**config.mk**
```make
export PLATFORM = sky130hd
export DESIGN_NAME = wb_mux_tmo
export DESIGN_NICKNAME = d
export VERILOG_FILES = /design/src/rtl/wb_mux_pkg.sv /design/src/rtl/wb_addr_decode.sv /design/src/rtl/wb_mux_tmo.sv
export SDC_FILE = /design/constraint.sdc
export NUM_CORES = 1
export LEC_CHECK = 0
export BUFFER_PORTS_ARGS = -buffer_cell sky130_fd_sc_hd__buf_2
export CAP_MARGIN = 30
export CORE_AREA = 2 2 114 116
export CTS_CLUSTER_SIZE = 8
export DETAILED_ROUTE_END_ITERATION = 10
export DIE_AREA = 0 0 116 118
export GPL_TIMING_DRIVEN = 0
export PLACE_DENSITY = 0.58
export SYNTH_ARGS = -nofsm -noshare
export SYNTH_HDL_FRONTEND = slang
export SYNTH_HIERARCHICAL = 1
export SYNTH_SLANG_ARGS = --single-unit
```
**constraint.sdc**
```tcl
create_clock -name wb_clk_i -period 1.5 [get_ports wb_clk_i]
set_input_delay 0.3 -clock wb_clk_i [delete_from_list [all_inputs] [get_ports wb_clk_i]]
set_output_delay 0.3 -clock wb_clk_i [all_outputs]
set_load 0.03 [all_outputs]
```
**src/rtl/wb_mux_pkg.sv**
```systemverilog
// Shared types and constants for the Wishbone 1-to-N mux with fault capture.
// Contents: bus-cycle state enum, Wishbone cycle-type (cti) codes, and a
// helper that sizes slave-index fields (minimum one bit).
// Optional feature macro used by the mux: WB_MUX_TMO_TIMEOUT_EN.
package wb_mux_pkg;

    typedef enum logic [1:0] {
        IDLE   = 2'd0,
        ACTIVE = 2'd1,
        FAULT  = 2'd2,
        WAIT   = 2'd3
    } state_e;

    localparam logic [2:0] CLASSIC = 3'b000;
    localparam logic [2:0] INCR    = 3'b010;
    localparam logic [2:0] EOB     = 3'b111;

    // Width of a slave index; a single slave still gets a one-bit field.
    function automatic int unsigned idx_width(input int unsigned n);
        return (n > 1) ? $clog2(n) : 1;
    endfunction

endpackage

```
**src/rtl/wb_addr_decode.sv**
```systemverilog
// Combinational address decoder for the Wishbone mux.
// Ports:
//   adr_i  : address to decode
//   hit_o  : some slot matched ((adr & mask) == base)
//   idx_o  : index of the matching slot; lowest index wins on multiple hits
module wb_addr_decode
    import wb_mux_pkg::*;
#(
    parameter int unsigned                  aw         = 32,
    parameter int unsigned                  num_slaves = 2,
    parameter logic [num_slaves*aw-1:0]     match_addr = '0,
    parameter logic [num_slaves*aw-1:0]     match_mask = '0
) (
    input  logic [aw-1:0]                        adr_i,
    output logic                                 hit_o,
    output logic [idx_width(num_slaves)-1:0]     idx_o
);

    localparam int unsigned IDXW = idx_width(num_slaves);

    // Scan from the top so the lowest matching slot is the last assignment.
    always_comb begin
        hit_o = 1'b0;
        idx_o = '0;
        for (int i = int'(num_slaves) - 1; i >= 0; i--) begin
            if ((adr_i & match_mask[i*aw +: aw]) == match_addr[i*aw +: aw]) begin
                hit_o = 1'b1;
                idx_o = IDXW'(i);
            end
        end
    end

endmodule

```
**src/rtl/wb_mux_tmo.sv**
```systemverilog
// Wishbone 1-master to num_slaves-slave mux with bus-error generation.
// The slave is chosen once per bus cycle and held until wbm_cyc_i drops.
// Unmapped addresses (and, with WB_MUX_TMO_TIMEOUT_EN defined, slaves that
// stall for `timeout` cycles) produce a one-cycle wbm_err_o / fault_o and the
// faulting address is kept in fault_adr_o.
// Ports:
//   wb_clk_i, wb_rst_i         : clock, synchronous active-low reset
//   wbm_*_i / wbm_*_o          : master request in, response out
//   wbs_*_o (broadcast)        : adr/dat/sel/we/cti/bte copied to all slaves
//   wbs_cyc_o, wbs_stb_o       : per-slave strobes, one-hot or zero
//   wbs_dat_i/ack_i/err_i/rty_i: slave responses
//   fault_o, fault_adr_o       : internal-error pulse and captured address
module wb_mux_tmo
    import wb_mux_pkg::*;
#(
    parameter int unsigned                  dw         = 32,
    parameter int unsigned                  aw         = 32,
    parameter int unsigned                  num_slaves = 2,
    parameter logic [num_slaves*aw-1:0]     match_addr = '0,
    parameter logic [num_slaves*aw-1:0]     match_mask = '0,
    parameter int unsigned                  timeout    = 255
) (
    input  logic                      wb_clk_i,
    input  logic                      wb_rst_i,
    input  logic [aw-1:0]             wbm_adr_i,
    input  logic [dw-1:0]             wbm_dat_i,
    input  logic [3:0]                wbm_sel_i,
    input  logic                      wbm_we_i,
    input  logic                      wbm_cyc_i,
    input  logic                      wbm_stb_i,
    input  logic [2:0]                wbm_cti_i,
    input  logic [1:0]                wbm_bte_i,
    output logic [dw-1:0]             wbm_dat_o,
    output logic                      wbm_ack_o,
    output logic                      wbm_err_o,
    output logic                      wbm_rty_o,
    output logic [aw-1:0]             wbs_adr_o,
    output logic [dw-1:0]             wbs_dat_o,
    output logic [3:0]                wbs_sel_o,
    output logic                      wbs_we_o,
    output logic [2:0]                wbs_cti_o,
    output logic [1:0]                wbs_bte_o,
    output logic [num_slaves-1:0]     wbs_cyc_o,
    output logic [num_slaves-1:0]     wbs_stb_o,
    input  logic [num_slaves*dw-1:0]  wbs_dat_i,
    input  logic [num_slaves-1:0]     wbs_ack_i,
    input  logic [num_slaves-1:0]     wbs_err_i,
    input  logic [num_slaves-1:0]     wbs_rty_i,
    output logic                      fault_o,
    output logic [aw-1:0]             fault_adr_o
);

    localparam int unsigned IDXW = idx_width(num_slaves);

    state_e            state_q, state_d;
    logic [IDXW-1:0]   sel_q, sel_d;
    logic [aw-1:0]     fault_adr_q, fault_adr_d;

    logic              dec_hit;
    logic [IDXW-1:0]   dec_idx;
    logic              s_ack, s_err, s_rty;
    logic [dw-1:0]     s_dat;
    logic              tmo_hit;

    wb_addr_decode #(
        .aw         (aw),
        .num_slaves (num_slaves),
        .match_addr (match_addr),
        .match_mask (match_mask)
    ) u_dec (
        .adr_i (wbm_adr_i),
        .hit_o (dec_hit),
        .idx_o (dec_idx)
    );

    // Request fields go to every slave unchanged.
    assign wbs_adr_o = wbm_adr_i;
    assign wbs_dat_o = wbm_dat_i;
    assign wbs_sel_o = wbm_sel_i;
    assign wbs_we_o  = wbm_we_i;
    assign wbs_cti_o = wbm_cti_i;
    assign wbs_bte_o = wbm_bte_i;

    // Route strobes to, and responses from, the locked slave while ACTIVE.
    always_comb begin
        wbs_cyc_o = '0;
        wbs_stb_o = '0;
        s_ack     = 1'b0;
        s_err     = 1'b0;
        s_rty     = 1'b0;
        s_dat     = '0;
        for (int i = 0; i < int'(num_slaves); i++) begin
            if (state_q == ACTIVE && sel_q == IDXW'(i)) begin
                wbs_cyc_o[i] = wbm_cyc_i;
                wbs_stb_o[i] = wbm_stb_i;
                s_ack        = wbs_ack_i[i];
                s_err        = wbs_err_i[i];
                s_rty        = wbs_rty_i[i];
                s_dat        = wbs_dat_i[i*dw +: dw];
            end
        end
    end

    assign wbm_ack_o   = s_ack;
    assign wbm_err_o   = s_err | (state_q == FAULT);
    assign wbm_rty_o   = s_rty;
    assign wbm_dat_o   = s_dat;
    assign fault_o     = (state_q == FAULT);
    assign fault_adr_o = fault_adr_q;

`ifdef WB_MUX_TMO_TIMEOUT_EN
    localparam int unsigned TW = $clog2(timeout + 1);

    logic [TW-1:0] tmo_cnt_q, tmo_cnt_d;

    // Count stalled strobe cycles; the cycle that would reach `timeout`
    // fires tmo_hit unless the slave answers in that same cycle.
    always_comb begin
        tmo_cnt_d = '0;
        tmo_hit   = 1'b0;
        if (state_q == ACTIVE && wbm_cyc_i && wbm_stb_i && !(s_ack || s_err || s_rty)) begin
            tmo_hit   = (tmo_cnt_q == TW'(timeout - 1));
            tmo_cnt_d = tmo_hit ? '0 : tmo_cnt_q + 1'b1;
        end
    end

    always_ff @(posedge wb_clk_i) begin
        if (!wb_rst_i) begin
            tmo_cnt_q <= '0;
        end else begin
            tmo_cnt_q <= tmo_cnt_d;
        end
    end
`else
    assign tmo_hit = 1'b0;
`endif

    // Bus-cycle sequencing; a dropped cyc always wins over a timeout.
    always_comb begin
        state_d     = state_q;
        sel_d       = sel_q;
        fault_adr_d = fault_adr_q;
        case (state_q)
            IDLE: begin
                if (wbm_cyc_i && wbm_stb_i) begin
                    if (dec_hit) begin
                        sel_d   = dec_idx;
                        state_d = ACTIVE;
                    end else begin
                        fault_adr_d = wbm_adr_i;
                        state_d     = FAULT;
                    end
                end
            end
            ACTIVE: begin
                if (!wbm_cyc_i) begin
                    state_d = IDLE;
                end else if (tmo_hit) begin
                    fault_adr_d = wbm_adr_i;
                    state_d     = FAULT;
                end
            end
            FAULT: state_d = WAIT;
            WAIT: begin
                if (!wbm_cyc_i) begin
                    state_d = IDLE;
                end
            end
            default: state_d = IDLE;
        endcase
    end

    always_ff @(posedge wb_clk_i) begin
        if (!wb_rst_i) begin
            state_q     <= IDLE;
            sel_q       <= '0;
            fault_adr_q <= '0;
        end else begin
            state_q     <= state_d;
            sel_q       <= sel_d;
            fault_adr_q <= fault_adr_d;
        end
    end

endmodule

```
==> impl_metrics.json, run 1 <==
{
  "grt_max_degree": 12,
  "dieArea_um2": 13690,
  "clkPwrFrac": 0.313,
  "core_area_um2": 12410,
  "p_comb_frac": 0.383,
  "final-setup-viol-count": 39,
  "ir_drop_uv": 453.9,
  "antenna_left": 0,
  "dpl_worst_slack_ns": -0.3790,
  "crit_end": "wbs_stb_o[0]",
  "reg2reg_depth": 4,
  "grt_pass1_vias": 2946,
  "cts.sinks": 35,
  "syn_nets": 435,
  "track_usage": 0.1475,
  "fill_cells": 1266,
  "period_share": 1.227,
  "gp_congestion": 0.7970,
  "yosys_warnings": 6,
  "vias": 2965,
  "syn_inst": 287,
  "violations": "negative setup slack",
  "htree_levels": 2,
  "grt_first_pass_wirelength_um": 15740,
  "r2r_slack_ns": 0.36,
  "post_layout_nonfiller_instances": 736,
  "synth_seq_cells": 35,
  "first_pass_iters": 4,
  "m1WireLength_um": 4528,
  "powerDensity_nw_per_um2": 679.5,
  "rows": 41,
  "cts_tree": "built",
  "tns_ns": -10.39,
  "netlist_area_um2": 2439,
  "hold_buffers": 0,
  "hp-class": "in -> reg",
  "p_int_mw": 2.132,
  "drive_gt1_frac": 0.7189,
  "timing.rr.end": "sel_q$_SDFFE_PN0P_",
  "cts_made_buffers": 5,
  "switching_power_mw": 1.107,
  "worst_pin_slew_ns": 0.6860,
  "insertion_delay_ns": 0.27,
  "slew_violations": 0,
  "fmax_ghz": 0.5433,
  "critPathMaxFanout": 7,
  "die_h_um": 118,
  "crit_required_ns": 1.20,
  "worstSetupStartpoint": "state_q[1]$_SDFFE_PN0P_",
  "finalHoldViolations": 0,
  "setup_ws_ns": -0.3407,
  "grt_antenna_before_repair": 4,
  "die_w_um": 116,
  "pin_count": 294,
  "wl_um": 11060,
  "start_util": 0.1964,
  "synth_seq_area_share": 0.2873,
  "port_buffers": 250,
  "cts-root-buf": "clkbuf_16",
  "routed.top_layer": "met5",
  "r2r_start": "state_q[1]$_SDFFE_PN0P_",
  "p_sw_frac": 0.3417,
  "crit_type": "reg -> out",
  "avgViaCountPerCell": 4.029,
  "yosysUniqueCellTypes": 26,
  "overflow": 0,
  "fin_nets": 709,
  "cp-start-kind": "flop",
  "p_total_mw": 3.239,
  "dpl.hpwl_um": 8940,
  "power_frac_seq": 0.304,
  "synthToLayoutAreaGrowth_pct": 95.43,
  "postSynthAreaPerCell_um2": 8.497,
  "cp.arrival_ns": 1.54,
  "finalCriticalPeriod_ns": 1.841,
  "wl_met2_um": 5360,
  "status": "finished, violations left",
  "wl_met3_um": 1034,
  "dp_cells": 709,
  "final_util": 0.3839,
  "route.detailed.drc": 0,
  "clkTransAtPathRegs_ns": 0.06,
  "cts_buffer_depth": 2,
  "fin_worst_skew_ns": 0.00005407,
  "post_drt_wl_per_cell_um": 15.03,
  "crit_path_end_kind": "primary output",
  "p_leak_nw": 2.538,
  "rsz0062_at_grt": "true",
  "relSlewSlack": 0.5427,
  "maxCapViolations": 0,
  "drtIter0Drc": 55
}
sequential cells by signal, indices dropped and copies added (netlist names):
register and count:
fault_adr_o 32, state_q 2, sel_q 1
power groups by stage:
stage	clock, mW	combinational, mW	sequential, mW
after floorplan	0	0.668	1.06
after global placement	0	1.08	1.00
after detailed placement	0	1.09	1.00
after CTS	1.07	1.22	0.983
after global routing	1.11	1.32	0.989
final	1.01	1.24	0.985
placed cells by master, fill, tap and decap left out, drive strengths merged, types with 2 or more instances in the layout:
cell and count:
diode 2, dfxtp 35, clkbuf 13, a22o 34, conb 2, and3 2
mux2i 33, buf 354, and2 3, nand2 67, nor2b 3, nor2 2
metrics by stage:
step,cell area [µm²],hold slack (ns)
3_3_place_gp,4000,0.4395
4_1_cts,4646,0.3481
3_5_place_dp,4000,0.4462
2_1_floorplan,2534,0.4626
6_report,4766,0.3505
5_1_grt,4761,0.3715
how the worst min path moves through the flow:
| stage | cells past startpoint | end | from |
|---|---|---|---|
| floorplan | 2 | state_q[0]$_SDFFE_PN0P_ | wbm_cyc_i |
| global placement | 2 | fault_adr_o[20]$_SDFFE_PN0P_ | fault_adr_o[20]$_SDFFE_PN0P_ |
| detailed placement | 2 | fault_adr_o[23]$_SDFFE_PN0P_ | fault_adr_o[23]$_SDFFE_PN0P_ |
| CTS | 3 | state_q[0]$_SDFFE_PN0P_ | wbm_cyc_i |
| global route | 3 | state_q[0]$_SDFFE_PN0P_ | wbm_cyc_i |
| finish | 3 | state_q[0]$_SDFFE_PN0P_ | wbm_cyc_i |
area by class of cell:
cell class / count / area (µm²) / share of cell area
repair buffers: 268 / 1693 / 0.3552
multi-input cells: 157 / 1279 / 0.2683
plain buffers: 93 / 719.4 / 0.1510
flip-flops and latches: 35 / 709.4 / 0.1489
well taps: 172 / 215.2 / 0.04516
clock buffers: 6 / 128.9 / 0.02704
clock inverters: 2 / 12.51 / 0.002625
diodes: 2 / 5.005 / 0.001050
inverters: 1 / 3.754 / 0.0007876
cell families (layout without fill, tap and decap cells):
| group | Yosys count | in the layout | synth area share |
|---|---|---|---|
| other | 2 | 4 | 0.003080 |
| AOI/OAI and AO/OA | 41 | 41 | 0.1426 |
| and+or+nand+nor | 80 | 81 | 0.1411 |
| muxes | 33 | 33 | 0.1355 |
| buffers and inverters | 96 | 370 | 0.2904 |
| DFF | 35 | 35 | 0.2873 |
routing by layer:
metal,up-vias,global-route usage
met1,1350,0.1755
met4,2,0.02604
met5,-,0
met3,13,0.04531
li1,1439,-
met2,161,0.2610
cell usage after synthesis, drive strengths merged:
cell    number  area (µm²)
a21oi        1       5.000
nor4         1       21.27
o21ai        1       5.000
nor2b        3       18.77
buf         89       681.9
a22o        34       297.8
nor2         2       10.01
and2         2       12.51
o41ai        1       8.760
o21bai       1       7.510
o311ai       1       8.760
clkbuf       6       22.52
a21boi       1       7.510
a21o         1       7.510
nand2b       1       6.260
nand3        1       5.000
or3          1       6.260
and3         2       12.51
dfxtp       35       700.7
mux2i       33       330.3
nand2       67       251.5
inv          1       3.750
conb         2       7.510
repair_timing:
item	in CTS	in global routing
pin swaps	4	13
hold endpoints to repair	0	0
gates resized for setup	107	23
setup endpoints to repair	40	40
buffers inserted	14	1
gates cloned	4	2
critical path, cell delays in order, from the launching register on:
cell      delay [ns]
dfxtp_4         0.36
nand2b_4        0.15
nor2_4          0.22
buf_6           0.15
buf_8           0.12
and2_4          0.14
buf_6           0.12
(Power assumes the default switching activity.)
==> run 2: changes to the inputs <==
--- a/config.mk
+++ b/config.mk
@@ -5,14 +5,14 @@
 export SDC_FILE = /design/constraint.sdc
 export NUM_CORES = 1
 export LEC_CHECK = 0
-export BUFFER_PORTS_ARGS = -buffer_cell sky130_fd_sc_hd__buf_2
 export CAP_MARGIN = 30
 export CORE_AREA = 2 2 114 116
 export CTS_CLUSTER_SIZE = 8
 export DETAILED_ROUTE_END_ITERATION = 10
 export DIE_AREA = 0 0 116 118
+export DONT_BUFFER_PORTS = 1
 export GPL_TIMING_DRIVEN = 0
-export PLACE_DENSITY = 0.58
+export PLACE_DENSITY = 0.37
 export SYNTH_ARGS = -nofsm -noshare
 export SYNTH_HDL_FRONTEND = slang
 export SYNTH_HIERARCHICAL = 1
==> run 2 against run 1 <==
The run still ends with negative setup slack left; flip-flop and latch count unchanged; worst hold slack got worse by 0.14 ns; largest cell class is now multi-input combinational cells; worst setup slack improved by 0.12 ns; global-route usage down 3.3 points; total power decreased by 5.8%; highest routed layer is now met4; largest power group is now the clock network; sequential share of layout area is 5.9 points higher; clock-buffer cell count did not move; via count fell by 32%; critical endpoint is now wbm_dat_o[6]; register-to-register slack gained 0.03 ns; final cell count is 35% lower; die area did not move.
==> impl_metrics.json, run 2 (same netlist as run 1, synthesis figures left out) <==
{
  "status": "finished, violations left",
  "violations": "negative setup slack",
  "wl_um": 8954,
  "grt_pass1_vias": 1935,
  "path_common_cell": "buf_12",
  "fmax_ghz": 0.5796,
  "hold_buffers": 0,
  "dieArea_um2": 13690,
  "worst_pin_slew_ns": 0.5891,
  "start_util": 0.1964,
  "p_comb_frac": 0.273,
  "rows": 41,
  "place_area_um2": 2749,
  "hp-class": "in -> reg",
  "die_w_um": 116,
  "cp.arrival_ns": 1.43,
  "multi_input_area_um2": 1393,
  "core_area_um2": 12410,
  "gp_congestion": 0.7570,
  "layout_common_cells": "buf_4 (84), nand2_1 (66), a22o_4 (33), mux2i_1 (33), dfxtp_1 (32)",
  "finalHoldViolations": 0,
  "p_leak_nw": 1.492,
  "power_frac_seq": 0.345,
  "avgViaCountPerCell": 4.228,
  "design_area_um2": 3420,
  "post_drt_wl_per_cell_um": 18.69,
  "fill_cells": 1311,
  "clkPwrFrac": 0.383,
  "crit_type": "reg -> out",
  "relSlewSlack": 0.6073,
  "synthToLayoutAreaGrowth_pct": 40.23,
  "port_buffers": 0,
  "crit_required_ns": 1.20,
  "cp_cell_sequence": "nand2b_4, nor2_4, buf_12, buf_12, a22o_4",
  "setup_ws_ns": -0.2253,
  "switching_power_uw": 982.3,
  "p_sw_frac": 0.3221,
  "cts-root-buf": "clkbuf_16",
  "vias": 2025,
  "cts_tree": "built",
  "finalCriticalPeriod_ns": 1.725,
  "pin_count": 294,
  "drive_gt1_frac": 0.5114,
  "final_common_cell": "buf_4",
  "grt_first_pass_wirelength_um": 11610,
  "tns_ns": -7.063,
  "first_pass_iters": 4,
  "cp-start-kind": "flop",
  "post_layout_nonfiller_instances": 479,
  "fin_worst_skew_ns": 0.00003600,
  "track_usage": 0.1148,
  "maxCapViolations": 0,
  "cpMaxStageDelayCell": "dfxtp_4",
  "ir_drop_uv": 461.7,
  "final-setup-viol-count": 37,
  "slew_violations": 0,
  "htree_levels": 2,
  "cts_buffer_depth": 2,
  "crit_path_end_kind": "primary output",
  "route.detailed.drc": 0,
  "grt_antenna_before_repair": 0,
  "rsz0062_at_grt": "true",
  "cts.sinks": 35,
  "insertion_delay_ns": 0.27,
  "largest_register_ffs": 32,
  "fin_nets": 455,
  "seq_area_um2": 709.4,
  "slowest_delay_ns": 0.37,
  "drtIter0Drc": 34,
  "grt_max_degree": 11,
  "cts_made_buffers": 5,
  "clkTransAtPathRegs_ns": 0.05,
  "powerDensity_nw_per_um2": 891.9,
  "dpl.hpwl_um": 7088,
  "final_util": 0.2754,
  "overflow": 0,
  "die_h_um": 118,
  "dpl_worst_slack_ns": -0.3284,
  "p_int_mw": 2.067,
  "period_share": 1.150,
  "num_antenna_cells": 0,
  "critPathMaxFanout": 10,
  "dp_cells": 459,
  "antenna_left": 0
}
==> run 2: repair_timing <==
action | 4_1_cts | 5_1_grt
cloned | 2 | 3
buffers inserted | 11 | 2
gates resized for setup | 67 | 5
endpoints found under the setup margin | 40 | 40
pin swaps | 23 | 21
==> run 2: path summary, 6_finish.rpt <==
path	startpoint	to	slack, ns	cells past startpoint
setup / recovery	state_q[1]$_SDFFE_PN0P_	wbm_dat_o[6]	-0.23	5
setup reg to reg	state_q[0]$_SDFFE_PN0P_	sel_q$_SDFFE_PN0P_	0.39	4
hold / removal	wbm_cyc_i	state_q[0]$_SDFFE_PN0P_	0.21	2
hold reg to reg	state_q[1]$_SDFFE_PN0P_	state_q[1]$_SDFFE_PN0P_	0.53	2
==> run 2: worst max-delay path: cells and delay by family, from the launching register on <==
kind / cells / cell delay, ns
AOI/OAI and AO/OA: 1 / 0.30
and+or+nand+nor: 2 / 0.18
buffers and inverters: 2 / 0.29
DFF: 1 / 0.37
==> run 2: per-layer routing <==
layer / vias up / part of all wire / global-route usage
met3: 8 / 0.090 / 0.02987
met2: 155 / 0.54 / 0.2138
met5: - / 0 / 0
li1: 925 / - / -
met1: 937 / 0.37 / 0.1270
met4: 0 / 0.0087 / 0.02902
==> run 2: final cells by class <==
cell class              instances  area share
plain buffers                  92      0.2141
well taps                     172     0.06293
repair buffers                 15     0.06074
multi-input cells             157      0.4072
inverters                       1    0.001098
clock inverters                 1    0.008782
clock buffers                   6     0.03769
flip-flops and latches         35      0.2075
==> run 2: metrics by stage <==
step,hold slack [ns],power [mW]
after global placement,0.4831,1.801
after CTS,0.2038,3.103
after detailed placement,0.4946,1.800
after global routing,0.2553,3.184
final,0.2110,3.050
after floorplan,0.4626,1.729
==> run 2: power groups by stage <==
stage / Combinational, mW / Sequential (mW) / Clock, mW
after floorplan: 0.668 / 1.06 / 0
after global placement: 0.730 / 1.07 / 0
after detailed placement: 0.730 / 1.07 / 0
after CTS: 0.841 / 1.05 / 1.21
after global routing: 0.872 / 1.06 / 1.26
final: 0.831 / 1.05 / 1.17
==> run 3: changes to the inputs <==
==> constraint.sdc (replaced) <==
create_clock -name wb_clk_i -period 1.9 [get_ports wb_clk_i]
set_input_delay 0.38 -clock wb_clk_i [delete_from_list [all_inputs] [get_ports wb_clk_i]]
set_output_delay 0.38 -clock wb_clk_i [all_outputs]
set_load 0.03 [all_outputs]
==> run 3 against run 2 <==
The flow still finishes with violations (negative setup slack); via count grew 0.40%; routed wire length up 3.3%; first-iteration DRC count down 12%; cell area fell by 4.2%; clock power shrank 18%; combinational power down 24%; register-to-register slack better by 0.43 ns; non-clock buffer count fell by 6; global-route usage increased by 0.60 points; critical endpoint is now wbm_dat_o[15]; largest power group unchanged; highest routed layer unchanged.
==> impl_metrics.json, run 3 (same netlist as run 1, synthesis figures left out) <==
{
  "dpl.hpwl_um": 7457,
  "hp-class": "in -> reg",
  "crit_required_ns": 1.52,
  "synthToLayoutAreaGrowth_pct": 34.38,
  "whs_ns": 0.2767,
  "p_int_mw": 1.619,
  "setup_ws_ns": -0.06093,
  "switching_power_uw": 801.0,
  "grt_pass1_vias": 2007,
  "num_antenna_cells": 0,
  "finalCriticalPeriod_ns": 1.961,
  "die_w_um": 116,
  "cp-start-kind": "flop",
  "dieArea_um2": 13690,
  "dpl_worst_slack_ns": -0.1417,
  "overflow": 0,
  "crit_type": "reg -> out",
  "grt_max_degree": 13,
  "status": "finished, violations left",
  "htree_levels": 2,
  "antenna_left": 0,
  "ir_drop_uv": 423.8,
  "worst_pin_slew_ns": 0.6844,
  "port_buffers": 0,
  "power_frac_seq": 0.342,
  "layout_common_cells": "buf_4 (79), nand2_1 (67), a22o_4 (33), mux2i_1 (33), dfxtp_1 (33)",
  "fmax_ghz": 0.5100,
  "final_util": 0.2640,
  "cts_made_buffers": 5,
  "critPathMaxFanout": 9,
  "drtIter0Drc": 30,
  "p_sw_frac": 0.3309,
  "grt_first_pass_wirelength_um": 12080,
  "drive_gt1_frac": 0.4784,
  "grt_antenna_before_repair": 0,
  "violations": "negative setup slack",
  "rows": 41,
  "relSlewSlack": 0.5428,
  "fin_nets": 448,
  "cp.arrival_ns": 1.58,
  "gp_congestion": 0.9560,
  "slew_violations": 0,
  "cts-root-buf": "clkbuf_16",
  "route.detailed.drc": 0,
  "crit_path_end_kind": "primary output",
  "insertion_delay_ns": 0.28,
  "avgViaCountPerCell": 4.298,
  "first_pass_iters": 4,
  "fin_worst_skew_ns": 0.001915,
  "period_share": 1.032,
  "cts_tree": "built",
  "wl_um": 9250,
  "maxCapViolations": 0,
  "hold_buffers": 0,
  "finalHoldViolations": 0,
  "p_leak_nw": 1.438,
  "p_comb_frac": 0.262,
  "clkPwrFrac": 0.396,
  "vias": 2033,
  "post_drt_wl_per_cell_um": 19.56,
  "start_util": 0.1964,
  "cts.sinks": 35,
  "die_h_um": 118,
  "rsz0062_at_grt": "true",
  "powerDensity_nw_per_um2": 738.6,
  "core_area_um2": 12410,
  "cts_buffer_depth": 2,
  "final-setup-viol-count": 31,
  "track_usage": 0.1208,
  "largest_register_ffs": 32,
  "final_common_cell": "buf_4",
  "pin_count": 294,
  "clkTransAtPathRegs_ns": 0.06
}
-- run 3: cell types whose count changed in the layout (fill, tap and decap cells not counted), sizes merged --
cell,delta
clkbuf,-1
clkinv,+2
and2,-1
buf,-6
-- run 3: routing by layer --
layer | GRT usage | vias up | routed length (µm)
met5 | 0 | - | 0
met4 | 0.02902 | 0 | 74
met3 | 0.05510 | 5 | 1011
met2 | 0.2167 | 162 | 4734
met1 | 0.1269 | 952 | 3429
li1 | - | 914 | -
-- run 3: power by group through the flow --
stage / logic (mW) / clock network [mW] / registers (mW)
detailed placement: 0.564 / 0 / 0.845
finish: 0.634 / 0.958 / 0.829
floorplan: 0.513 / 0 / 0.837
CTS: 0.629 / 0.998 / 0.829
global route: 0.664 / 1.03 / 0.832
global placement: 0.564 / 0 / 0.845
-- run 3: path summary, 6_finish.rpt --
path | startpoint | endpoint | slack (ns) | cells after the start
worst max-delay path | state_q[0]$_SDFFE_PN0P_ | wbm_dat_o[15] | -0.06 | 6
worst min-delay path | wbm_cyc_i | state_q[0]$_SDFFE_PN0P_ | 0.28 | 2
worst max register to register | state_q[0]$_SDFFE_PN0P_ | state_q[0]$_SDFFE_PN0P_ | 0.82 | 5
worst min register to register | state_q[1]$_SDFFE_PN0P_ | state_q[1]$_SDFFE_PN0P_ | 0.55 | 2
-- run 3: critical path, stage by stage (launching register included) --
cell and delay, ns:
dfxtp_2 0.32, buf_6 0.11, nor2b_4 0.12, and2_1 0.16
buf_6 0.16, clkbuf_16 0.17, a22o_4 0.26
-- run 3: area by class of cell --
type                            instances  area, µm²
Clock inverter                          3      43.79
Clock buffer                            5      125.1
Fill cell                            1321       9138
Tap cell                              172      215.2
Multi-Input combinational cell        156       1343
Timing Repair Buffer                    6      92.59
Sequential cell                        35      705.7
Inverter                                1      3.754
Buffer                                 95      748.2
-- run 3: what timing repair did --
action	CTS	global route
setup buffers	4	0
hold endpoints to repair	0	0
pin swaps	3	4
cloned	0	2
endpoints found under the setup margin	37	35
gates resized for setup	85	4
-- run 3: through the flow --
step	power, mW	area [µm²]	instances	setup TNS (ns)
floorplan	1.350	2439	287	0
global placement	1.410	2654	459	-0.9059
detailed placement	1.409	2654	459	-2.224
CTS	2.457	3203	471	-1.442
global route	2.524	3277	473	-3.075
finish	2.420	3277	473	-1.486
